### src/rtl/bus_pkg.sv
// Shared bus types and constants for the two-master arbiter and its address decoder.
package bus_pkg;

  // Default bus geometry
  localparam int unsigned ADDR_W = 8;
  localparam int unsigned DATA_W = 32;

  // Number of upper address bits that pick a slave window
  localparam int unsigned WIN_W = 3;

  // Window tags carried in the top WIN_W address bits
  localparam logic [WIN_W-1:0] MEM_BASE  = 3'b000;
  localparam logic [WIN_W-1:0] DMAC_BASE = 3'b001;

  // Arbiter state: which master currently owns the bus
  typedef enum logic [0:0] {
    GNT_M0 = 1'b0,
    GNT_M1 = 1'b1
  } arb_state_e;

  // True when the address falls inside the given window
  function automatic logic in_window(input logic [ADDR_W-1:0] addr,
                                     input logic [WIN_W-1:0]  base);
    return addr[ADDR_W-1 -: WIN_W] == base;
  endfunction

endpackage

### src/rtl/bus_addr_decoder.sv
// Combinational slave-select decoder: maps a bus address onto the memory or DMAC register window.
module bus_addr_decoder
  import bus_pkg::*;
#(
  parameter int unsigned AddrW = bus_pkg::ADDR_W
) (
  input  logic [AddrW-1:0] addr_i,
  input  logic             req_i,
  output logic             s0_sel_o,
  output logic             s1_sel_o,
  output logic [AddrW-1:0] local_addr_o
);

  // Selects only fire for an active request so a parked, idle master touches nothing
  always_comb begin
    s0_sel_o = req_i && in_window(addr_i, MEM_BASE);
    s1_sel_o = req_i && in_window(addr_i, DMAC_BASE);
  end

  // Strip the window bits; slaves see a window-relative offset
  always_comb begin
    local_addr_o                     = addr_i;
    local_addr_o[AddrW-1 -: WIN_W]   = '0;
  end

endmodule

### src/rtl/bus_arbiter.sv
// Two-master bus arbiter (host = M0, DMAC = M1) with routing to memory (S0) and DMAC regs (S1).
module bus_arbiter
  import bus_pkg::*;
#(
  parameter int unsigned ADDR_W = bus_pkg::ADDR_W,
  parameter int unsigned DATA_W = bus_pkg::DATA_W
) (
  input  logic              Clk,
  input  logic              reset_n,
  // Master 0: host
  input  logic              M0_req,
  input  logic              M0_wr,
  input  logic [ADDR_W-1:0] M0_address,
  input  logic [DATA_W-1:0] M0_dout,
  output logic              M0_grant,
  // Master 1: DMAC master port
  input  logic              M1_req,
  input  logic              M1_wr,
  input  logic [ADDR_W-1:0] M1_address,
  input  logic [DATA_W-1:0] M1_dout,
  output logic              M1_grant,
  // Read data back to both masters
  output logic [DATA_W-1:0] M_din,
  // Slave side
  output logic              S0_sel,
  output logic              S1_sel,
  output logic [ADDR_W-1:0] S_address,
  output logic              S_wr,
  output logic [DATA_W-1:0] S_din,
  input  logic [DATA_W-1:0] S0_dout,
  input  logic [DATA_W-1:0] S1_dout
);

  arb_state_e state_q, state_d;
  logic       m0_grant_q, m1_grant_q;

  // Next owner: the holder keeps the bus while requesting; M1 is never preempted
  always_comb begin
    state_d = state_q;
    unique case (state_q)
      GNT_M0:  if (!M0_req && M1_req) state_d = GNT_M1;
      GNT_M1:  if (!M1_req)           state_d = GNT_M0;
      default: state_d = GNT_M0;
    endcase
  end

  // State and grant registers; grants are decoded from the next state so they track state_q
  always_ff @(posedge Clk) begin
    if (!reset_n) begin
      state_q    <= GNT_M0;
      m0_grant_q <= 1'b1;
      m1_grant_q <= 1'b0;
    end else begin
      state_q    <= state_d;
      m0_grant_q <= (state_d == GNT_M0);
      m1_grant_q <= (state_d == GNT_M1);
    end
  end

  assign M0_grant = m0_grant_q;
  assign M1_grant = m1_grant_q;

  logic              sel_req;
  logic              sel_wr;
  logic [ADDR_W-1:0] sel_addr;
  logic [DATA_W-1:0] sel_wdata;

  // Forward the granted master's request, address and write data
  always_comb begin
    if (state_q == GNT_M1) begin
      sel_req   = M1_req;
      sel_wr    = M1_wr;
      sel_addr  = M1_address;
      sel_wdata = M1_dout;
    end else begin
      sel_req   = M0_req;
      sel_wr    = M0_wr;
      sel_addr  = M0_address;
      sel_wdata = M0_dout;
    end
  end

  logic              s0_sel, s1_sel;
  logic [ADDR_W-1:0] local_addr;

  bus_addr_decoder #(
    .AddrW (ADDR_W)
  ) u_decoder (
    .addr_i       (sel_addr),
    .req_i        (sel_req),
    .s0_sel_o     (s0_sel),
    .s1_sel_o     (s1_sel),
    .local_addr_o (local_addr)
  );

  // Slave-side outputs; writes outside both windows are dropped
  always_comb begin
    S0_sel    = s0_sel;
    S1_sel    = s1_sel;
    S_address = local_addr;
    S_wr      = sel_wr && (s0_sel || s1_sel);
    S_din     = sel_wdata;
  end

  // Read return: selected slave's data, zero when nothing is selected
  always_comb begin
    if (s0_sel) begin
      M_din = S0_dout;
    end else if (s1_sel) begin
      M_din = S1_dout;
    end else begin
      M_din = '0;
    end
  end

  // Exactly one master owns the bus at any time
  always_ff @(posedge Clk) begin
    if (reset_n) begin
      assert (m0_grant_q ^ m1_grant_q)
        else $error("grant not one-hot: m0=%b m1=%b", m0_grant_q, m1_grant_q);
      assert (!(s0_sel && s1_sel))
        else $error("both slave selects active");
    end
  end

endmodule
### config.mk
export PLATFORM = sky130hd
export DESIGN_NAME = bus_arbiter
export DESIGN_NICKNAME = d
export VERILOG_FILES = /design/src/rtl/bus_pkg.sv /design/src/rtl/bus_addr_decoder.sv /design/src/rtl/bus_arbiter.sv
export SDC_FILE = /design/constraint.sdc
export NUM_CORES = 1
export LEC_CHECK = 0
export ABC_AREA = 1
export BUFFER_PORTS_ARGS = -buffer_cell sky130_fd_sc_hd__buf_2
export CAP_MARGIN = 20
export CELL_PAD_IN_SITES_DETAIL_PLACEMENT = 0
export CELL_PAD_IN_SITES_GLOBAL_PLACEMENT = 1
export CORE_MARGIN = 3
export CORE_UTILIZATION = 12
export DETAILED_ROUTE_END_ITERATION = 10
export PLACE_DENSITY_LB_ADDON = 0.1
export SLEW_MARGIN = 20
export SYNTH_ARGS = -nofsm -noshare
export SYNTH_HDL_FRONTEND = slang
export SYNTH_HIERARCHICAL = 1
export SYNTH_SLANG_ARGS = --single-unit
### constraint.sdc
create_clock -name Clk -period 2 [get_ports Clk]
set_clock_uncertainty 0.15 [all_clocks]
set_input_delay 0.2 -clock Clk [delete_from_list [all_inputs] [get_ports Clk]]
set_output_delay 0.2 -clock Clk [all_outputs]
set_load 0.05 [all_outputs]
After elaboration in Yosys (flattened, before gate mapping)

Index checks and enable logic that the tools add are counted.

Output and inout port bits: 77
Logic and storage cells: 21
Flip-flop bits (word level): 2

Bitwise operators: 2
Reduce and logical (&&, ||, !) cells: 7
Eq/ne operators: 1
Muxes and demuxes: 9

Operators with widths:

| cell                                          | count |
|---|---|
| two-way mux 32 bit                            | 3 |
| two-way mux 8 bit                             | 1 |
| logical AND 1 bit                             | 4 |
| two-way mux 1 bit                             | 4 |
| == test 3 x 1 -> 1 bit, second input constant | 1 |
| logical NOT 3 bit                             | 1 |
| inverter 1 bit                                | 2 |
| one-hot mux 1 bit (2 select lines)            | 1 |
| logical NOT 1 bit                             | 1 |
| logical OR 1 bit                              | 1 |

Depth between registers and ports, before layout

Gate-level depths: netlist of run 1.

Depth in word-level cells: 5
Depth in mapped cells: 13

Cells and area by module

The synthesis of run 1 kept the hierarchy.

By module, submodules not included:

| module           | area each (um^2) | instances | cells each |
|---|---|---|---|
| bus_arbiter      | 1039.7           | 1         | 249 |
| bus_addr_decoder | 93.8             | 1         | 17 |

Least setup slack after synthesis of run 1

OpenSTA, ideal clock, no wires.

Path type: reg-to-output
From: register M1_grant (netlist name)
To: output port S_wr
Data arrival time: 3.023 ns
Slack: -1.373 ns
Cell stages (with the launch flop): 13
Path buffers: 2
Cell sequence: dfxtp_1 -> buf_2 -> inv_2 -> buf_4 -> nand2_1 -> nand2_1 -> inv_1 -> nand2_1 -> nor2_1 -> inv_1 -> nand2_1 -> nand2_1 -> nor2_1

RTL lines:

| what      | line              | RTL |
|---|---|---|
| to (decl) | bus_arbiter.sv:28 | `output logic S_wr,` |

==> results of run 1 <==
## kinds of logic after synthesis
family / count (synthesis) / synth area share [%]
other cells: 1 / 0.331
flops: 2 / 3.53
buf+inv: 32 / 18.1
simple gates: 231 / 78.0
## worst register-to-register path, stage by stage (launching register included)
cell	delay (ns)
dfxtp_4	0.37
inv_6	0.08
nand2_1	0.07
nand3_1	0.09
inv_1	0.04
## Yosys cell counts
cell / n
buf_2: 8
buf_4: 12
buf_6: 4
conb_1: 1
dfxtp_1: 2
inv_1: 7
inv_2: 1
nand2_1: 225
nand3_1: 1
nor2_1: 4
nor2_8: 1
## final cells by class
| cell class | count | area (µm²) | area share (%) |
|---|---|---|---|
| timing repair buffer | 242 | 1650 | 52.2 |
| multi-input combinational | 234 | 1250 | 39.6 |
| tap | 108 | 135 | 4.27 |
| clock buffer | 4 | 45.0 | 1.42 |
| sequential | 2 | 43.8 | 1.39 |
| inverter | 8 | 35.0 | 1.11 |
## per-layer routing
| layer | global-route usage, % | wire length (µm) |
|---|---|---|
| met5 | 0 | 0 |
| met4 | 2.69 | 34 |
| met3 | 2.35 | 711 |
| met2 | 24.4 | 3900 |
| met1 | 10.3 | 2200 |
## power by group through the flow
stage / Sequential [mW] / Combinational [mW] / Clock, mW
2_1_floorplan: 0.0499 / 0.558 / 0
3_3_place_gp: 0.0447 / 0.809 / 0
3_5_place_dp: 0.0452 / 0.807 / 0
4_1_cts: 0.0441 / 0.903 / 0.178
5_1_grt: 0.0447 / 0.974 / 0.177
6_report: 0.0444 / 0.913 / 0.171
## repair_timing
item / CTS / global route
hold endpoints to repair: 0 / 0
gates cloned: 1 / 0
pin swaps: 2 / 3
setup buffers: 3 / 2
hold buffers: 0 / 0
setup endpoints to repair: 34 / 34
gates resized for setup: 117 / 24
## how the worst min path moves through the flow
stage	start	end	slack, ns	cells past startpoint
2_1_floorplan	reset_n	M0_grant$_SDFF_PN1_	0.16	1
3_3_place_gp	reset_n	M0_grant$_SDFF_PN1_	0.28	2
3_5_place_dp	reset_n	M0_grant$_SDFF_PN1_	0.29	2
4_1_cts	reset_n	M0_grant$_SDFF_PN1_	0.07	2
5_1_grt	reset_n	M0_grant$_SDFF_PN1_	0.09	2
6_report	reset_n	M0_grant$_SDFF_PN1_	0.07	2
## registers in the layout, indices dropped and copies added, names as in the netlist
| name | cells |
|---|---|
| M0_grant | 1 |
| M1_grant | 1 |
==> flow_metrics.py, run 1 <==
metrics = {
    "worst_setup_path": {
        "critPathArrivalTime_ns": 1.69,
        "endpoint": "M_din[11]",
        "cp.required_ns": 1.65,
        "cp.depth": 11,
        "crit_buf_inv": 4,
        "crit_path_start": "M1_grant$_SDFF_PN0_",
        "cp_slowest_cell": "dfxtp_4",
        "worst-setup-path-type": "reg2out",
        "path_cells": "inv_6 -> nand2_2 -> nand2_2 -> inv_2 -> nand2_2 -> nor2_4 -> nor2_8 -> buf_12 -> nand2_1 -> nand2_4 -> buf_8",
        "cpPeakStageDelay_ns": 0.39,
        "rr_startpoint": "M1_grant$_SDFF_PN0_",
        "crit_family": "simple AND/OR/NAND/NOR gates",
        "critPathLaunchType": "register",
        "worstReg2RegEnd": "M1_grant$_SDFF_PN0_",
        "ff2ff_setup_slack_ns": 1.09,
        "end_kind": "output pin",
        "reg2reg_depth": 4,
        "crit_top_cell": "nand2_2",
        "worst-path-max-fanout": 12,
    },
    "placed_design": {
        "place_area_um2": 2610,
        "pre_cts_ws_ns": 0.0241,
        "io_buffers": 223,
        "dp_hpwl_um": 5820,
        "routabilityCongestion": 0.681,
        "placed_cells": 588,
    },
    "clock_tree": {
        "clockBufferDepth": 2,
        "root_buffer": "clkbuf_8",
        "clk_pin_slew_ns": 0.03,
        "htreeDepth": 1,
        "insertion_delay_ns": 0.21,
        "clkSinkCount": 2,
        "tritoncts": "done",
        "cts_buffers": 3,
    },
    "routing": {
        "drc_errors": 0,
        "routed_wl_um": 6850,
        "viasPerCell": 3.90,
        "num_vias": 2331,
        "drtIter0Drc": 41,
        "ant_nets": 0,
        "dr.pass1.iters": 6,
        "avgRoutedWirePerCell_um": 11.4,
    },
    "timing": {
        "hold_viol": 0,
        "rsz0062_at_grt": "yes",
        "fin_ws_ns": -0.0390,
        "final_max_slew_viol_count": 0,
        "timing.hold.ws_ns": 0.0747,
        "fin_crit_sh_pct": 102,
        "tns_ns": -0.595,
        "period_needed_ns": 2.04,
        "setup_viol": 30,
        "fmax_mhz": 490,
    },
    "power_and_ir_drop": {
        "power_frac_comb_pct": 80.9,
        "internal_power_mw": 0.503,
        "clockPowerShare_pct": 15.2,
        "ir_worst_vdd_uv": 129,
        "switching_share_pct": 55.4,
        "cellPowerDensity_nw_per_um2": 357,
        "totalPowerFinal_mw": 1.13,
        "leakage_nw": 1.88,
        "p_sw_mw": 0.626,
        "seqPwrFrac_pct": 3.9,
    },
    "final_layout": {
        "area_growth_pct": 179,
        "final_cell_mix": "buf_2, nand2_1, nand2_4, buf_8, nand2_2",
        "final_cells": 598,
        "stdcell_area_um2": 3160,
        "antenna_cells": 0,
        "fillers": 1033,
        "final_nets": 641,
        "drive_gt1_share_pct": 64.9,
        "mostFrequentLayoutCell": "buf_2",
        "fin_util_pct": 35.4,
    },
    "global_routing": {
        "antenna_found_initial": 0,
        "grt_max_degree": 20,
        "grt_first_pass_wirelength_um": 9460,
        "first_global_vias": 2101,
        "track_usage_pct": 11.2,
        "grt.overflow.total": 0,
    },
    "floorplanning": {
        "die_y_um": 103,
        "core_um2": 8930,
        "fp.dieW_um": 103,
        "rows": 34,
        "io-pin-count": 227,
        "die_area_um2": 10600,
        "initial_core_util_pct": 12.7,
    },
    "yosys": {
        "yosys.cell_types.count": 11,
        "ys_warn_count": 6,
        "yosysSeqAreaShare_pct": 3.53,
        "synth_top_cell_area_share_pct": 74.5,
        "syn_area_um2": 1130,
        "synth.area.top_cells": "nand2_1, buf_4, buf_6",
        "syn_area_per_cell_um2": 4.26,
        "synth_seq_cells": 2,
        "synth_largest_area_cell": "nand2_1",
        "synthCells": 266,
    },
    "run_status": {
        "violations": "negative setup slack",
        "status": "complete, but fails checks",
    },
    "worst_hold_path": {
        "min_path_type": "in2reg",
    },
    "job": {
        "maxCapViolations": 0,
    },
}
(Power assumes the default switching activity.)
==> run 2, diff against run 1 <==
--- a/config.mk
+++ b/config.mk
@@ -5,15 +5,14 @@
 export SDC_FILE = /design/constraint.sdc
 export NUM_CORES = 1
 export LEC_CHECK = 0
-export ABC_AREA = 1
 export BUFFER_PORTS_ARGS = -buffer_cell sky130_fd_sc_hd__buf_2
-export CAP_MARGIN = 20
 export CELL_PAD_IN_SITES_DETAIL_PLACEMENT = 0
 export CELL_PAD_IN_SITES_GLOBAL_PLACEMENT = 1
 export CORE_MARGIN = 3
-export CORE_UTILIZATION = 12
+export CORE_UTILIZATION = 16
 export DETAILED_ROUTE_END_ITERATION = 10
 export PLACE_DENSITY_LB_ADDON = 0.1
+export SKIP_CTS_REPAIR_TIMING = 1
 export SLEW_MARGIN = 20
 export SYNTH_ARGS = -nofsm -noshare
 export SYNTH_HDL_FRONTEND = slang
==> run 2 against run 1 <==
- synthesized cell count shrank 59%
- critical endpoint is now M_din[26]
- fmax fell by 15%
- highest routed layer unchanged
- non-clock buffer count did not move
- flip-flop and latch count unchanged
- sequential power about the same
- die area is 18% lower
- clock-buffer cell count unchanged
- critical path type unchanged
- core utilization rose by 7.5 points
- final cell count fell by 27%
- the flow still finishes with violations (negative setup slack)
- synthesized area is 7.3% higher
- clock power is essentially flat
- first-iteration DRC count fell by 76%
==> flow_metrics.py, run 2 <==
metrics = {
    "global_routing": {
        "grt_first_pass_wirelength_um": 8330,
        "grt_max_degree": 36,
        "track_usage_pct": 11.6,
        "antenna_found_initial": 0,
        "grt.overflow.total": 0,
        "first_global_vias": 1753,
    },
    "final_layout": {
        "fillers": 721,
        "drive_gt1_share_pct": 96.4,
        "final_nets": 487,
        "mostFrequentLayoutCell": "buf_2",
        "stdcell_area_um2": 3140,
        "final_cell_mix": "buf_2, mux2_4, buf_6",
        "fin_util_pct": 42.9,
        "area_growth_pct": 158,
        "antenna_cells": 0,
    },
    "clock_tree": {
        "root_buffer": "clkbuf_8",
        "insertion_delay_ns": 0.21,
        "clk_pin_slew_ns": 0.03,
        "tritoncts": "done",
        "cts_buffers": 3,
        "clkSinkCount": 2,
        "htreeDepth": 1,
        "clockBufferDepth": 2,
    },
    "power_and_ir_drop": {
        "leakage_nw": 1.78,
        "p_sw_mw": 0.535,
        "cellPowerDensity_nw_per_um2": 347,
        "ir_worst_vdd_uv": 156,
        "internal_power_mw": 0.556,
        "totalPowerFinal_mw": 1.09,
        "seqPwrFrac_pct": 4.0,
        "clockPowerShare_pct": 15.5,
        "power_frac_comb_pct": 80.5,
        "switching_share_pct": 49.1,
    },
    "floorplanning": {
        "die_y_um": 93.2,
        "fp.dieW_um": 93.2,
        "die_area_um2": 8680,
        "core_um2": 7330,
        "io-pin-count": 227,
        "rows": 31,
        "initial_core_util_pct": 16.6,
    },
    "yosys": {
        "synth_top_cell_area_share_pct": 46.9,
        "syn_area_per_cell_um2": 11.3,
        "yosysSeqAreaShare_pct": 3.29,
        "synth.area.top_cells": "mux2_4, a22o_1, buf_12",
        "synth.most_common_cell": "mux2_4",
        "synth_seq_cells": 2,
        "ys_warn_count": 6,
        "synthTopCellsByCount": "mux2_4, a22o_1, buf_4, buf_6",
        "synth_edf_count": 0,
        "synthCells": 108,
        "synthArstFlopShare_pct": 0,
        "synth_largest_area_cell": "mux2_4",
        "syn_area_um2": 1220,
        "synthFlopType": "dfxtp_1",
        "yosys.cell_types.count": 19,
    },
    "worst_setup_path": {
        "crit_path_start": "M1_grant$_SDFF_PN0_",
        "worst-path-max-fanout": 6,
        "worst-setup-path-type": "reg2out",
        "critPathArrivalTime_ns": 2.04,
        "cp.required_ns": 1.65,
        "rr_startpoint": "M1_grant$_SDFF_PN0_",
        "ff2ff_setup_slack_ns": 0.76,
        "critPathLaunchType": "register",
        "reg2reg_depth": 4,
        "end_kind": "output pin",
    },
    "worst_hold_path": {
        "min_from": "M1_req",
        "min_path_type": "in2reg",
        "hold_depth": 2,
    },
    "timing": {
        "final_max_slew_viol_count": 0,
        "rsz0062_at_grt": "yes",
        "fmax_mhz": 418,
        "period_needed_ns": 2.39,
        "fin_ws_ns": -0.391,
        "tns_ns": -12.23,
        "hold_viol": 0,
        "fin_crit_sh_pct": 120,
        "setup_viol": 34,
    },
    "routing": {
        "top_layer_used": "met4",
        "num_vias": 1776,
        "drc_errors": 0,
        "met3_length_um": 751,
        "viasPerCell": 4.08,
        "avgRoutedWirePerCell_um": 14.5,
        "routed_wl_um": 6320,
        "ant_nets": 0,
        "dr.pass1.iters": 4,
        "wl_met1_um": 2080,
        "drtIter0Drc": 10,
        "wl_met2_um": 3450,
    },
    "placed_design": {
        "routabilityCongestion": 0.647,
        "place_area_um2": 2650,
        "dp_hpwl_um": 5040,
        "io_buffers": 223,
        "pre_cts_ws_ns": -0.283,
    },
    "job": {
        "maxCapViolations": 0,
    },
    "run_status": {
        "status": "complete, but fails checks",
        "violations": "negative setup slack",
    },
}
[run 2: layer usage]
| metal | vias up | global-route usage, % |
|---|---|---|
| li1 | 868 | - |
| met1 | 777 | 12.7 |
| met2 | 129 | 22.8 |
| met3 | 2 | 3.54 |
| met4 | 0 | 0.855 |
| met5 | - | 0 |
[run 2: layout make-up]
type	count	area (µm²)	share of cell area (%)
clock buffers	4	45.0	1.43
repair buffers	242	1650	52.4
multi-input cells	88	1280	40.9
flip-flops and latches	2	43.8	1.39
well taps	99	124	3.94
[run 2: final timing paths]
kind                               to
setup reg to reg  M1_grant$_SDFF_PN0_
hold reg to reg   M0_grant$_SDFF_PN1_
hold / removal    M0_grant$_SDFF_PN1_
setup / recovery            M_din[26]
[run 2: worst max-delay path: stages, from the launching register on]
cell,delay (ns)
dfxtp_4,0.38
mux2_4,0.33
nor4b_4,0.28
buf_6,0.14
nor2b_4,0.04
buf_12,0.13
clkbuf_16,0.15
a22o_4,0.22
buf_8,0.15
[run 2: cells by family after synthesis]
group	count (synthesis)	synth area share, %
other cells	1	0.308
simple gates	12	6.69
mux	41	49.6
flops	2	3.29
compound gates	32	22.7
buf+inv	20	17.4
[run 2: metrics by stage]
step	instances	hold slack (ns)
finish	435	0.0451
global route	435	0.0488
CTS	425	0.0406
detailed placement	421	0.256
global placement	421	0.254
floorplan	110	0.122
[run 2: power by group through the flow]
stage	clock network [mW]	logic [mW]	registers [mW]
after floorplan	0	0.582	0.0499
after global placement	0	0.799	0.0437
after detailed placement	0	0.800	0.0438
after CTS	0.176	0.802	0.0434
after global routing	0.180	0.923	0.0447
final	0.169	0.878	0.0441
==> run 3, diff against run 2 <==
--- a/config.mk
+++ b/config.mk
@@ -11,7 +11,7 @@
 export CORE_MARGIN = 3
 export CORE_UTILIZATION = 16
 export DETAILED_ROUTE_END_ITERATION = 10
-export PLACE_DENSITY_LB_ADDON = 0.1
+export PLACE_DENSITY = 0.93
 export SKIP_CTS_REPAIR_TIMING = 1
 export SLEW_MARGIN = 20
 export SYNTH_ARGS = -nofsm -noshare
==> run 3 against run 2 <==
- the flow still finishes with violations (negative setup slack)
- register-to-register slack better by 0.14 ns
- fmax rose by 0.21%
- global-route usage shrank 0.77 points
- die area did not move
- clock power is essentially flat
- first-iteration DRC count up 20%
- sequential power down 1%
- critical path type unchanged
- critical endpoint is now M_din[20]
- largest power group unchanged
- highest routed layer unchanged
==> flow_metrics.py, run 3 (synthesized netlist as in run 2, its figures left out) <==
metrics = {
    "placed_design": {
        "dp_hpwl_um": 4710,
        "io_buffers": 223,
        "routabilityCongestion": 0.758,
        "place_area_um2": 2620,
    },
    "final_layout": {
        "seq_area_um2": 43.8,
        "multiInputGateArea_um2": 1270,
        "fin_util_pct": 41.3,
        "final_nets": 481,
        "stdcell_area_um2": 3030,
        "drive_gt1_share_pct": 96.4,
        "mostFrequentLayoutCell": "buf_2",
        "final_cell_mix": "buf_2, mux2_4, buf_6",
        "antenna_cells": 0,
        "fillers": 720,
        "area_growth_pct": 149,
    },
    "routing": {
        "drc_errors": 0,
        "num_vias": 1771,
        "routed_wl_um": 6150,
        "avgRoutedWirePerCell_um": 14.3,
        "drtIter0Drc": 12,
        "dr.pass1.iters": 3,
        "ant_nets": 0,
        "viasPerCell": 4.13,
    },
    "clock_tree": {
        "clkSinkCount": 2,
        "tritoncts": "done",
        "htreeDepth": 1,
        "insertion_delay_ns": 0.21,
        "clk_pin_slew_ns": 0.03,
        "cts_buffers": 3,
        "clockBufferDepth": 2,
        "root_buffer": "clkbuf_8",
    },
    "worst_setup_path": {
        "crit_buf_inv": 3,
        "critPathLaunchType": "register",
        "endpoint": "M_din[20]",
        "worst-path-max-fanout": 8,
        "ff2ff_setup_slack_ns": 0.90,
        "critPathArrivalTime_ns": 2.04,
        "cp_slowest_cell": "dfxtp_4",
        "rr_startpoint": "M1_grant$_SDFF_PN0_",
        "crit_top_cell": "buf_6",
        "path_cells": "mux2_4 -> nor4b_4 -> buf_6 -> nor2b_4 -> clkbuf_16 -> a22o_4 -> buf_6",
        "cpPeakStageDelay_ns": 0.36,
        "cp.depth": 7,
        "crit_family": "buffers and inverters",
        "reg2reg_depth": 3,
        "crit_path_start": "M1_grant$_SDFF_PN0_",
        "worstReg2RegEnd": "M1_grant$_SDFF_PN0_",
        "worst-setup-path-type": "reg2out",
        "end_kind": "output pin",
        "cp.required_ns": 1.65,
    },
    "global_routing": {
        "antenna_found_initial": 0,
        "grt.overflow.total": 0,
        "track_usage_pct": 10.9,
        "grt_first_pass_wirelength_um": 7760,
        "first_global_vias": 1732,
        "grt_max_degree": 40,
    },
    "timing": {
        "fin_ws_ns": -0.386,
        "rsz0062_at_grt": "yes",
        "tns_ns": -12.18,
        "fmax_mhz": 419,
        "fin_crit_sh_pct": 119,
        "final_max_slew_viol_count": 0,
        "period_needed_ns": 2.39,
        "hold_viol": 0,
        "setup_viol": 34,
    },
    "floorplanning": {
        "initial_core_util_pct": 16.6,
        "rows": 31,
        "die_area_um2": 8680,
        "fp.dieW_um": 93.2,
        "core_um2": 7330,
        "die_y_um": 93.2,
        "io-pin-count": 227,
    },
    "job": {
        "maxCapViolations": 0,
    },
    "power_and_ir_drop": {
        "cellPowerDensity_nw_per_um2": 356,
        "totalPowerFinal_mw": 1.08,
        "leakage_nw": 1.72,
        "ir_worst_vdd_uv": 150,
    },
    "worst_hold_path": {
        "min_path_type": "in2reg",
    },
    "run_status": {
        "violations": "negative setup slack",
        "status": "complete, but fails checks",
    },
}
run 3: changes by cell type in the layout (fill, tap and decap cells not counted), sizes merged:
cell and change:
buf -6
run 3: report_power, final:
| group | switching [mW] | leakage, nW | internal, mW | total (mW) |
|---|---|---|---|---|
| Combinational | 0.500 | 1.68 | 0.363 | 0.863 |
| Sequential | 0.00197 | 0.0172 | 0.0416 | 0.0436 |
| Clock | 0.0362 | 0.0228 | 0.136 | 0.172 |
| Total | 0.538 | 1.72 | 0.540 | 1.08 |
run 3: stage by stage:
stage	cells	setup slack (ns)	hold slack (ns)
6_report	429	-0.386	0.0549
5_1_grt	429	-0.458	0.0589
4_1_cts	421	-0.467	0.0564
3_5_place_dp	417	-0.232	0.274
3_3_place_gp	417	-0.203	0.275
2_1_floorplan	110	-0.769	0.122
run 3: how the worst min path moves through the flow:
stage,to,cells after the start,slack [ns],start
6_report,M0_grant$_SDFF_PN1_,2,0.05,M1_req
5_1_grt,M0_grant$_SDFF_PN1_,2,0.06,reset_n
4_1_cts,M0_grant$_SDFF_PN1_,2,0.06,M1_req
3_5_place_dp,M0_grant$_SDFF_PN1_,2,0.27,M1_req
3_3_place_gp,M0_grant$_SDFF_PN1_,2,0.28,reset_n
2_1_floorplan,M0_grant$_SDFF_PN1_,1,0.12,M1_req
run 3: metal layers:
metal	wire, µm	GRT usage, %
met1	2080	12.0
met3	757	3.38
met5	0	0
met4	4	0.733
met2	3310	21.0
run 3: final cells by class:
| type | instances | share of cell area (%) |
|---|---|---|
| timing repair buffer | 236 | 51.0 |
| multi-input combinational | 88 | 42.0 |
| tap | 99 | 4.09 |
| clock buffer | 4 | 1.49 |
| sequential | 2 | 1.45 |
run 3: worst reg2reg max path: stages (launching register included):
cell and delay (ns):
dfxtp_4 0.35, buf_4 0.15, nand2b_1 0.16, and3_1 0.18
